===== src/rtl/div_iter_unit_if.sv =====
// div_iter_unit_if: execute-stage <-> divider handshake bundle
// master = execute stage (drives request/operands), slave = divider (drives result/ready/stall)
interface div_iter_unit_if #(parameter int WIDTH = 32);
  logic               start_i;
  logic               signed_i;
  logic               annul_i;
  logic [WIDTH-1:0]   opdata1_i;
  logic [WIDTH-1:0]   opdata2_i;
  logic [2*WIDTH-1:0] result_o;
  logic               ready_o;
  logic               stall_o;
  modport master (output start_i, signed_i, annul_i, opdata1_i, opdata2_i,
                  input  result_o, ready_o, stall_o);
  modport slave  (input  start_i, signed_i, annul_i, opdata1_i, opdata2_i,
                  output result_o, ready_o, stall_o);
endinterface


===== src/rtl/div_iter_unit.sv =====
// div_iter_unit: iterative radix-2 restoring divider, result {remainder, quotient}
// clk, resetn (async active-low); bus.slave: start_i/signed_i/annul_i/opdata1_i/opdata2_i in,
// result_o/ready_o/stall_o out
module div_iter_unit #(parameter int WIDTH = 32) (
  input logic          clk,
  input logic          resetn,
  div_iter_unit_if.slave bus
);
  localparam int CW = $clog2(WIDTH) + 1;
  localparam logic [1:0] IDLE = 2'd0, BYZERO = 2'd1, ON = 2'd2, END = 2'd3;
  localparam logic [CW-1:0] LAST = CW'(WIDTH - 1);
  logic [1:0]         state_q, state_d;
  logic [CW-1:0]      cnt_q, cnt_d;
  logic [WIDTH-1:0]   dvd_q, dvd_d, dvs_q, dvs_d, rem_q, rem_d;
  logic               nq_q, nq_d, nr_q, nr_d;
  logic [2*WIDTH-1:0] res_q, res_d;
  logic [WIDTH:0]     rem_sh, diff;
  logic [WIDTH-1:0]   abs1, abs2;
  logic               borrow;
  assign abs1   = (bus.signed_i && bus.opdata1_i[WIDTH-1]) ? -bus.opdata1_i : bus.opdata1_i;
  assign abs2   = (bus.signed_i && bus.opdata2_i[WIDTH-1]) ? -bus.opdata2_i : bus.opdata2_i;
  // partial remainder stays below the divisor, so one extra bit holds the shifted value
  assign rem_sh = {rem_q, dvd_q[WIDTH-1]};
  assign diff   = rem_sh - {1'b0, dvs_q};
  assign borrow = diff[WIDTH];
  always_comb begin
    state_d = state_q;
    cnt_d   = cnt_q;
    dvd_d   = dvd_q;
    dvs_d   = dvs_q;
    rem_d   = rem_q;
    nq_d    = nq_q;
    nr_d    = nr_q;
    res_d   = res_q;
    if (bus.annul_i) begin
      state_d = IDLE;
    end else if (state_q == IDLE && bus.start_i) begin
      state_d = (bus.opdata2_i == '0) ? BYZERO : ON;
      cnt_d   = '0;
      dvd_d   = abs1;
      dvs_d   = abs2;
      rem_d   = '0;
      nq_d    = bus.signed_i & (bus.opdata1_i[WIDTH-1] ^ bus.opdata2_i[WIDTH-1]);
      nr_d    = bus.signed_i & bus.opdata1_i[WIDTH-1];
    end else if (state_q == BYZERO) begin
      state_d = END;
      res_d   = '0;
    end else if (state_q == ON) begin
      // quotient bits shift in from the right as the dividend shifts out
      dvd_d = {dvd_q[WIDTH-2:0], ~borrow};
      rem_d = borrow ? rem_sh[WIDTH-1:0] : diff[WIDTH-1:0];
      cnt_d = cnt_q + 1'b1;
      if (cnt_q == LAST) begin
        state_d = END;
        res_d   = {nr_q ? -rem_d : rem_d, nq_q ? -dvd_d : dvd_d};
      end
    end else if (state_q == END && !bus.start_i) begin
      state_d = IDLE;
    end
  end
  always_ff @(posedge clk or negedge resetn) begin
    if (!resetn) begin
      state_q <= IDLE;
      cnt_q   <= '0;
      dvd_q   <= '0;
      dvs_q   <= '0;
      rem_q   <= '0;
      nq_q    <= 1'b0;
      nr_q    <= 1'b0;
      res_q   <= '0;
    end else begin
      state_q <= state_d;
      cnt_q   <= cnt_d;
      dvd_q   <= dvd_d;
      dvs_q   <= dvs_d;
      rem_q   <= rem_d;
      nq_q    <= nq_d;
      nr_q    <= nr_d;
      res_q   <= res_d;
    end
  end
  assign bus.result_o = res_q;
  assign bus.ready_o  = (state_q == END);
  assign bus.stall_o  = bus.start_i & ~bus.ready_o;
endmodule


===== src/flat_wrapper.sv =====
// flat-port wrapper written by rule: the top's interface ports become plain ports
module div_iter_unit_flat 
#(parameter int WIDTH = 32)
  (clk, resetn, bus_start_i, bus_signed_i, bus_annul_i, bus_opdata1_i, bus_opdata2_i, bus_result_o, bus_ready_o, bus_stall_o);
  div_iter_unit_if #(.WIDTH(WIDTH)) bus_i ();
  input logic clk;
  input logic resetn;
  input wire logic [$bits(bus_i.start_i)-1:0] bus_start_i;
  input wire logic [$bits(bus_i.signed_i)-1:0] bus_signed_i;
  input wire logic [$bits(bus_i.annul_i)-1:0] bus_annul_i;
  input wire logic [$bits(bus_i.opdata1_i)-1:0] bus_opdata1_i;
  input wire logic [$bits(bus_i.opdata2_i)-1:0] bus_opdata2_i;
  output wire logic [$bits(bus_i.result_o)-1:0] bus_result_o;
  output wire logic [$bits(bus_i.ready_o)-1:0] bus_ready_o;
  output wire logic [$bits(bus_i.stall_o)-1:0] bus_stall_o;
  assign bus_i.start_i = bus_start_i;
  assign bus_i.signed_i = bus_signed_i;
  assign bus_i.annul_i = bus_annul_i;
  assign bus_i.opdata1_i = bus_opdata1_i;
  assign bus_i.opdata2_i = bus_opdata2_i;
  assign bus_result_o = bus_i.result_o;
  assign bus_ready_o = bus_i.ready_o;
  assign bus_stall_o = bus_i.stall_o;
  div_iter_unit #(.WIDTH(WIDTH)) u_core (.clk(clk), .resetn(resetn), .bus(bus_i));
endmodule

===== config.mk =====
export PLATFORM = sky130hd
export DESIGN_NAME = div_iter_unit_flat
export DESIGN_NICKNAME = d
export VERILOG_FILES = /design/src/rtl/div_iter_unit_if.sv /design/src/rtl/div_iter_unit.sv /design/src/flat_wrapper.sv
export SDC_FILE = /design/constraint.sdc
export NUM_CORES = 1
export LEC_CHECK = 0
export ABC_CLOCK_PERIOD_IN_PS = 9100
export BUFFER_PORTS_ARGS = -buffer_cell sky130_fd_sc_hd__buf_2
export CAP_MARGIN = 40
export CORE_ASPECT_RATIO = 2
export CORE_MARGIN = 2
export CORE_UTILIZATION = 50
export DETAILED_ROUTE_END_ITERATION = 10
export PLACE_DENSITY = 0.81
export RECOVER_POWER = 50
export SYNTH_ARGS = -nofsm -noshare
export SYNTH_HDL_FRONTEND = slang
export SYNTH_SLANG_ARGS = --single-unit

===== constraint.sdc =====
create_clock -name clk -period 9.1 [get_ports clk]
set_input_delay 0.91 -clock clk [delete_from_list [all_inputs] [get_ports clk]]
set_output_delay 0.91 -clock clk [all_outputs]
set_load 0.1 [all_outputs]

---- After elaboration in Yosys (flattened, before gate mapping) ----
Index checks and enable logic that the tools add are counted.
word-level totals
  latch bits .............................. 0
  logic and storage cells ................. 67
  output and inout bits ................... 66
  flip-flop bits (word level) ............. 170
  memory bits (read-only) ................. 0
  memories kept ........................... 0
  bits in writable memories ............... 0
  input port bits ......................... 69
cells by class
  divide/modulo/power cells ............... 0
  eq/ne operators ......................... 6
  multiplexer cells ....................... 24
  $mul .................................... 0
  order comparisons ....................... 0
  bitwise operators ....................... 8
  add/sub/neg operators ................... 6
  reductions and logical operators ........ 15
  shift-type cells ........................ 0
operator list
  kind                                                    number
  two-way mux 32 bit                                      11
  two-way mux 64 bit                                      3
  negator 32 bit                                          4
  subtractor 33 x 32 -> 33 bit                            1
  logical NOT 32 bit                                      1
  two-way mux 6 bit                                       3
  two-way mux 2 bit                                       7
  adder 6 x 1 -> 6 bit (second input constant)            1
  == test 6 x 5 -> 1 bit (second input constant)          1
  nonzero test 2 bit                                      3
  inequality test 5 x 3 -> 1 bit (second input constant)  1
  nonzero test 5 bit                                      1
  == test 2 bit (second input constant)                   2
  logical AND 1 bit                                       4
  NOT 1 bit                                               4
  AND reduction 2 bit                                     2
  AND reduction 4 bit                                     1
  AND 1 bit                                               3
  AND reduction 3 bit                                     1
  == test 2 x 1 -> 1 bit (second input constant)          1
  logical NOT 2 bit                                       1
  inequality test 2 x 1 -> 1 bit (second input constant)  1
  logical NOT 1 bit                                       1
  bitwise XOR 1 bit                                       1

---- Logic depth before layout (Yosys ltp) ----
  depth in word-level cells ............... 7
  gate-level depth with buffers ........... 25
  mapped depth without buffers ............ 22

---- Worst setup path after synthesis ----
Ideal clock, no wire load.
  path type ............................... reg-to-reg
  start ................................... register u_core.dvd_q[31]
  end ..................................... register u_core.res_q[26] (netlist: u_core.bus.result_o[26])
  data required time ...................... 8.978 ns
  cell stages (with the launch flop) ...... 23
  clock period less this slack ............ 5.201 ns
  slack ................................... 3.899 ns
  path buffers ............................ 3
  data arrival time ....................... 5.079 ns
  library setup time ...................... 0.122 ns
  path through ............................ dfrtp_1 > inv_1 > ha_1 > inv_1 > fa_1 > a211oi_1 > o211ai_1 > a211oi_1 > nand4b_1 > a32o_1 > nor2_1 > inv_1 > buf_2 > clkbuf_1 > clkbuf_1 > ha_1 > nand2b_1 > or4_4 > or4_4 > or3_4 > o31ai_4 > xnor2_1 > a22o_1
on the way
  word-level cells in the longest chain between the ends .. 7
RTL lines
  item                          RTL line             RTL
  start: declaration            div_iter_unit.sv:14  logic [WIDTH-1:0] dvd_q, dvd_d, dvs_q, dvs_d, rem_q, rem_d;
  start signal: assignment      div_iter_unit.sv:74  dvd_q <= dvd_d;
  subtractor 33 x 32 -> 33 bit  div_iter_unit.sv:24  assign diff = rem_sh - {1'b0, dvs_q};
  NOT 1 bit                     div_iter_unit.sv:50  dvd_d = {dvd_q[WIDTH-2:0], ~borrow};
  negator 32 bit                div_iter_unit.sv:55  res_d = {nr_q ? -rem_d : rem_d, nq_q ? -dvd_d : dvd_d};
  two-way mux 32 bit            div_iter_unit.sv:55
  two-way mux 64 bit            div_iter_unit.sv:53  if (cnt_q == LAST) begin
  two-way mux 64 bit            div_iter_unit.sv:48  end else if (state_q == ON) begin
  two-way mux 64 bit            div_iter_unit.sv:45  end else if (state_q == BYZERO) begin
  end signal: assignment        div_iter_unit.sv:79  res_q <= res_d;
  end: declaration              div_iter_unit.sv:16  logic [2*WIDTH-1:0] res_q, res_d;
No other way between the ends. The select of a mux whose other input is x is not followed.
A chain may end at the register's enable or synchronous reset.

---- Final worst setup path ----
  start ................................... register u_core.dvd_q[31]
  end ..................................... register u_core.res_q[60] (netlist: u_core.bus.result_o[60])
on the way
  word-level cells in the longest chain between the ends .. 7
RTL lines
  item                          RTL line             RTL
  subtractor 33 x 32 -> 33 bit  div_iter_unit.sv:24
  two-way mux 32 bit (*)        div_iter_unit.sv:51  rem_d = borrow ? rem_sh[WIDTH-1:0] : diff[WIDTH-1:0];
  negator 32 bit                div_iter_unit.sv:55
  two-way mux 32 bit (*)        div_iter_unit.sv:55
  two-way mux 64 bit (*)        div_iter_unit.sv:53
  two-way mux 64 bit (*)        div_iter_unit.sv:48
  two-way mux 64 bit (*)        div_iter_unit.sv:45
Mark *: on every way between the ends. The rest lies on a longest branch, timed or not. The select of a mux whose other input is x is not followed.

==> summary.md <==
| Metric | Value |
|---|---|
| Worst slew margin relative to its limit | -145% |
| Final Hold Viols | 0 |
| Critical R2R Capture | u_core.bus.result_o[60] |
| Largest driver fanout on the critical path | 34 |
| Path type of the worst setup path | flop to flop |
| Power share of the combinational group | around 55% |
| Synthesized netlist cell count | ~1400 |
| Number of maximum-capacitance violations | 3 |
| Share of power burned in the clock network | ~17% |
| List of most frequent post-synthesis cells | nand2_1, o21ai_0, dfrtp_1, nor2_1, xnor2_1 |
| Register-to-register setup slack | 3.18 ns |
| Number of nets produced by synthesis | 1507 |
| Total negative setup slack | 0 ns |
| Sequential cell area | ~4300 µm² |
| Wirelength per Cell | approximately 21 µm |
| Number of global-route vias before repair | ~11000 |
| Share of synthesized flip-flops with an asynchronous set or reset | between 90% and 100% |
| Largest voltage drop on the vdd net | roughly 0.28 mV |
| Number of nets in the layout | ~1600 |
| Total of buffers placed on input and output ports | 134 |
| Source-to-sink clock delay at the later pin of the worst-skew pair | 0.46 ns |
| RSZ-0062 raised after global routing | no |
| Psw | roughly 0.0022 W |
| Final critical-path required period | around 5.9 ns |
| Number of buffer and inverter instances along the worst setup path | 5 |
| Count of boundary I/O pins | 135 |
| Clock slew seen by the registers of the worst setup and hold paths | about 0.070 ns |
| Top achievable clock speed | between 0.15 and 0.2 GHz |
| Dominant register cell in the synthesized netlist | dfrtp_1 |
| Antenna violations before repair | 0 |
| Drt drc | 0 |
| Final setup violation count | 0 |
| Average footprint of a synthesized cell | between 8 and 9 µm² |
| CTS-repair resized insts | 0 |
| Cell area reported after detailed placement | between 10000 and 15000 µm² |
| Final instance area | approximately 13000 µm² |
| Global-route usage over all layers | 30.8% |
| Max Buffers Root-to-Sink | 2 |
| Cell types with the largest area share after synthesis | dfrtp_1, o21ai_0, xnor2_1 |
| Worst r2r path cells | 22 |
| Sequential cell area fraction in the yosys report | a little over a third |
| Cell-by-cell trace of the critical path | inv_1, ha_1, inv_1, fa_1, a211oi_1, o211ai_1, a211oi_1, nand4b_1, a32o_1, nor2_4, inv_1, buf_4, nor2_1, a21oi_1, ha_1, inv_1, a211o_1, o41a_1, nand3b_1, o31ai_1, xor2_1, a22o_1 |
| Fraction of layout cells with a size suffix above 1 | a little under an eighth |
| Reg-to-reg critical path startpoint | u_core.dvd_q[31] |
| Final weighted congestion in routability-driven placement | approximately 0.99 |
| WP data arrival | 6.25 ns |
| Post-CTS setup buffer count | 0 |
| Sequential fraction of design power | 28.4% |
| Cell variety after synth | 71 |
| Share of Yosys cell area claimed by the top area cell type | 36.0% |
| Combined area of all synthesized cells | between 10000 and 15000 µm² |
| Pre-CTS setup slack | between 3 and 4 ns |
| Crit path capture type | flop |
| Number of cells in the finished layout apart from fillers | between 1500 and 2000 |
| CTS root buffer | clkbuf_16 |
| Worst min-delay path class | flop to flop |
| Total instance count after detailed placement | between 1500 and 2000 |
| First-pass GRT wire length | a little under 60000 µm |
| Height of the die | around 220 µm |
| Clock tree from TritonCTS | built |
| Delay-heaviest family, CP | compound AO/OA/AOI/OAI gates |
| Clock Sinks | 170 |
| Grt ovf | 0 |
| X dimension of the die | about 110 µm |
| Outcome | finished, violations left |
| Initial core utilization | between 50% and 60% |
| Total die area | 24900 µm² |
| Post-route clock period utilization | 65.1% |
| Crit path launch | u_core.dvd_q[31] |
| Pin count of the biggest net entering global routing | 70 |
| Worst setup path endpoint | u_core.bus.result_o[60] |
| Core footprint | 23200 µm² |
| Filler cell count in the final layout | roughly 2100 |
| Slowest stage cell, crit path | a211oi_1 |
| First DRT Iteration DRCs | 702 |
| Area of the multi-input gates | between 7000 and 8000 µm² |
| Clock buffer count from CTS | 17 |
| CTS HTree Levels | 4 |
| PnR worst setup slack | ~3.2 ns |
| Yosys top cell by area | dfrtp_1 |
| Number of warnings printed during yosys synthesis | 0 |
| Detailed Routing Iterations Pass 1 | 5 |
| Count of hold-fix buffers inserted at cts | 0 |
| Library cell with the highest instance count after synthesis | nand2_1 |
| Cell with the most instances on the worst path | inv_1 |
| Worst Path Required | 9.43 ns |
| Post-DRT Antenna Nets | 0 |
| Startpoint kind of the worst setup timing path | flop |
| Number of placement rows | 79 |
| Final Max Slew Viols | around 160 |
| Stages on worst setup path | 22 |
| Via density per instance | 6.33 |
| Area growth from synthesis to layout | 12.8% |
| Post-synth EDFFs | 0 |
| Hold slack | a little under 0.5 ns |
| HPWL Detailed | 29400 µm |
| Final setup skew | approximately 0.014 ns |
| Total internal power | just under 0.002 W |
| Via count | approximately 11000 |
| Flop and latch count out of synthesis | 170 |
| Static leakage | 5.78 nW |
| Violated checks | capacitance limit, slew limit |
| Peak per-stage delay on the critical path | 0.55 ns |
| Final wirelength | 38600 µm |
| Net Sw Frac | 53.1% |
| Power density normalized to cell area | between 300 and 400 nW/µm² |
| Pin slew with the least headroom to its limit | between 3 and 4 ns |
==> logic make-up (layout without fill, tap and decap cells) <==
group	count (synthesis)	count (layout)	synth area share (%)
DFF	170	170	36.0
muxes	24	24	2.05
adders and majority gates	43	43	4.62
xor gates and xnor gates	141	141	10.5
other	0	1	0
and+or+nand+nor	426	426	17.1
AOI/OAI and AO/OA	467	467	25.8
buffers and inverters	124	242	3.96
==> cell type report <==
type                            count  area share (%)
Antenna cell                        1          0.0188
Clock buffer                       18            3.30
Clock inverter                     14           0.968
Inverter                           55            1.55
Multi-Input combinational cell   1101            53.5
Sequential cell                   170            31.9
Tap cell                          283            2.66
Timing Repair Buffer              155            6.10
==> power groups by stage <==
stage / logic (W) / registers, W / clock network [W]
3_3_place_gp: 0.00222 / 0.00120 / 0
2_1_floorplan: 0.00108 / 0.00180 / 0
4_1_cts: 0.00229 / 0.00119 / 0.000728
3_5_place_dp: 0.00228 / 0.00120 / 0
5_1_grt: 0.00245 / 0.00122 / 0.000753
6_report: 0.00230 / 0.00120 / 0.000720
==> stage by stage <==
step           power, W  util [%]
5_1_grt         0.00442      57.3
3_3_place_gp    0.00341      54.7
2_1_floorplan   0.00288         -
6_report        0.00422      57.3
4_1_cts         0.00421      57.7
3_5_place_dp    0.00348      55.2
==> registers in the layout, indices dropped and copies added (netlist names) <==
register             count
u_core.dvd_q            32
u_core.nq_q              1
u_core.bus.result_o     64
u_core.rem_q            32
u_core.dvs_q            32
u_core.cnt_q             6
u_core.state_q           2
u_core.nr_q              1
==> worst min-delay path by stage <==
stage | start | to | slack [ns] | depth (start not counted)
floorplan | u_core.dvs_q[10] | u_core.dvs_q[10] | 0.45 | 2
global placement | u_core.bus.result_o[25] | u_core.bus.result_o[25] | 0.46 | 2
detailed placement | u_core.bus.result_o[25] | u_core.bus.result_o[25] | 0.47 | 2
CTS | resetn | u_core.dvd_q[25] | 0.33 | 1
global route | u_core.dvs_q[31] | u_core.dvs_q[31] | 0.51 | 2
finish | u_core.dvs_q[28] | u_core.dvs_q[28] | 0.48 | 2
==> worst register-to-register path: stages, from the launching register on <==
cell,delay (ns)
dfrtp_1,0.42
inv_1,0.07
ha_1,0.14
inv_1,0.05
fa_1,0.42
a211oi_1,0.30
o211ai_1,0.17
a211oi_1,0.55
nand4b_1,0.23
a32o_1,0.38
nor2_4,0.07
inv_1,0.32
buf_4,0.41
nor2_1,0.10
a21oi_1,0.24
ha_1,0.32
inv_1,0.10
a211o_1,0.23
o41a_1,0.34
nand3b_1,0.25
o31ai_1,0.34
xor2_1,0.11
a22o_1,0.23
==> layout by cell type, fill, tap and decap left out, types with 17 or more instances in the layout <==
cell type / Yosys / final
o31ai_1: 41 / 41
buf_2: 2 / 104
a21oi_1: 74 / 73
ha_1: 42 / 42
mux2i_1: 23 / 23
xnor2_1: 80 / 80
inv_1: 55 / 55
nor2_1: 87 / 84
nand2_1: 182 / 182
xor2_1: 61 / 61
nor3_1: 29 / 29
or3_1: 19 / 19
o21ai_0: 173 / 173
dfrtp_1: 170 / 170
clkbuf_16: 0 / 17
clkbuf_1: 60 / 37
a22o_1: 57 / 57
a22oi_1: 25 / 25
==> layer usage <==
layer	part of all wire (%)	up-vias	track usage (%)
li1	-	5270	-
met1	31	5443	28.5
met2	54	453	56.6
met3	4.5	201	5.23
met4	10	0	26.3
met5	0	-	0
Power figures use the tool's default switching activity.
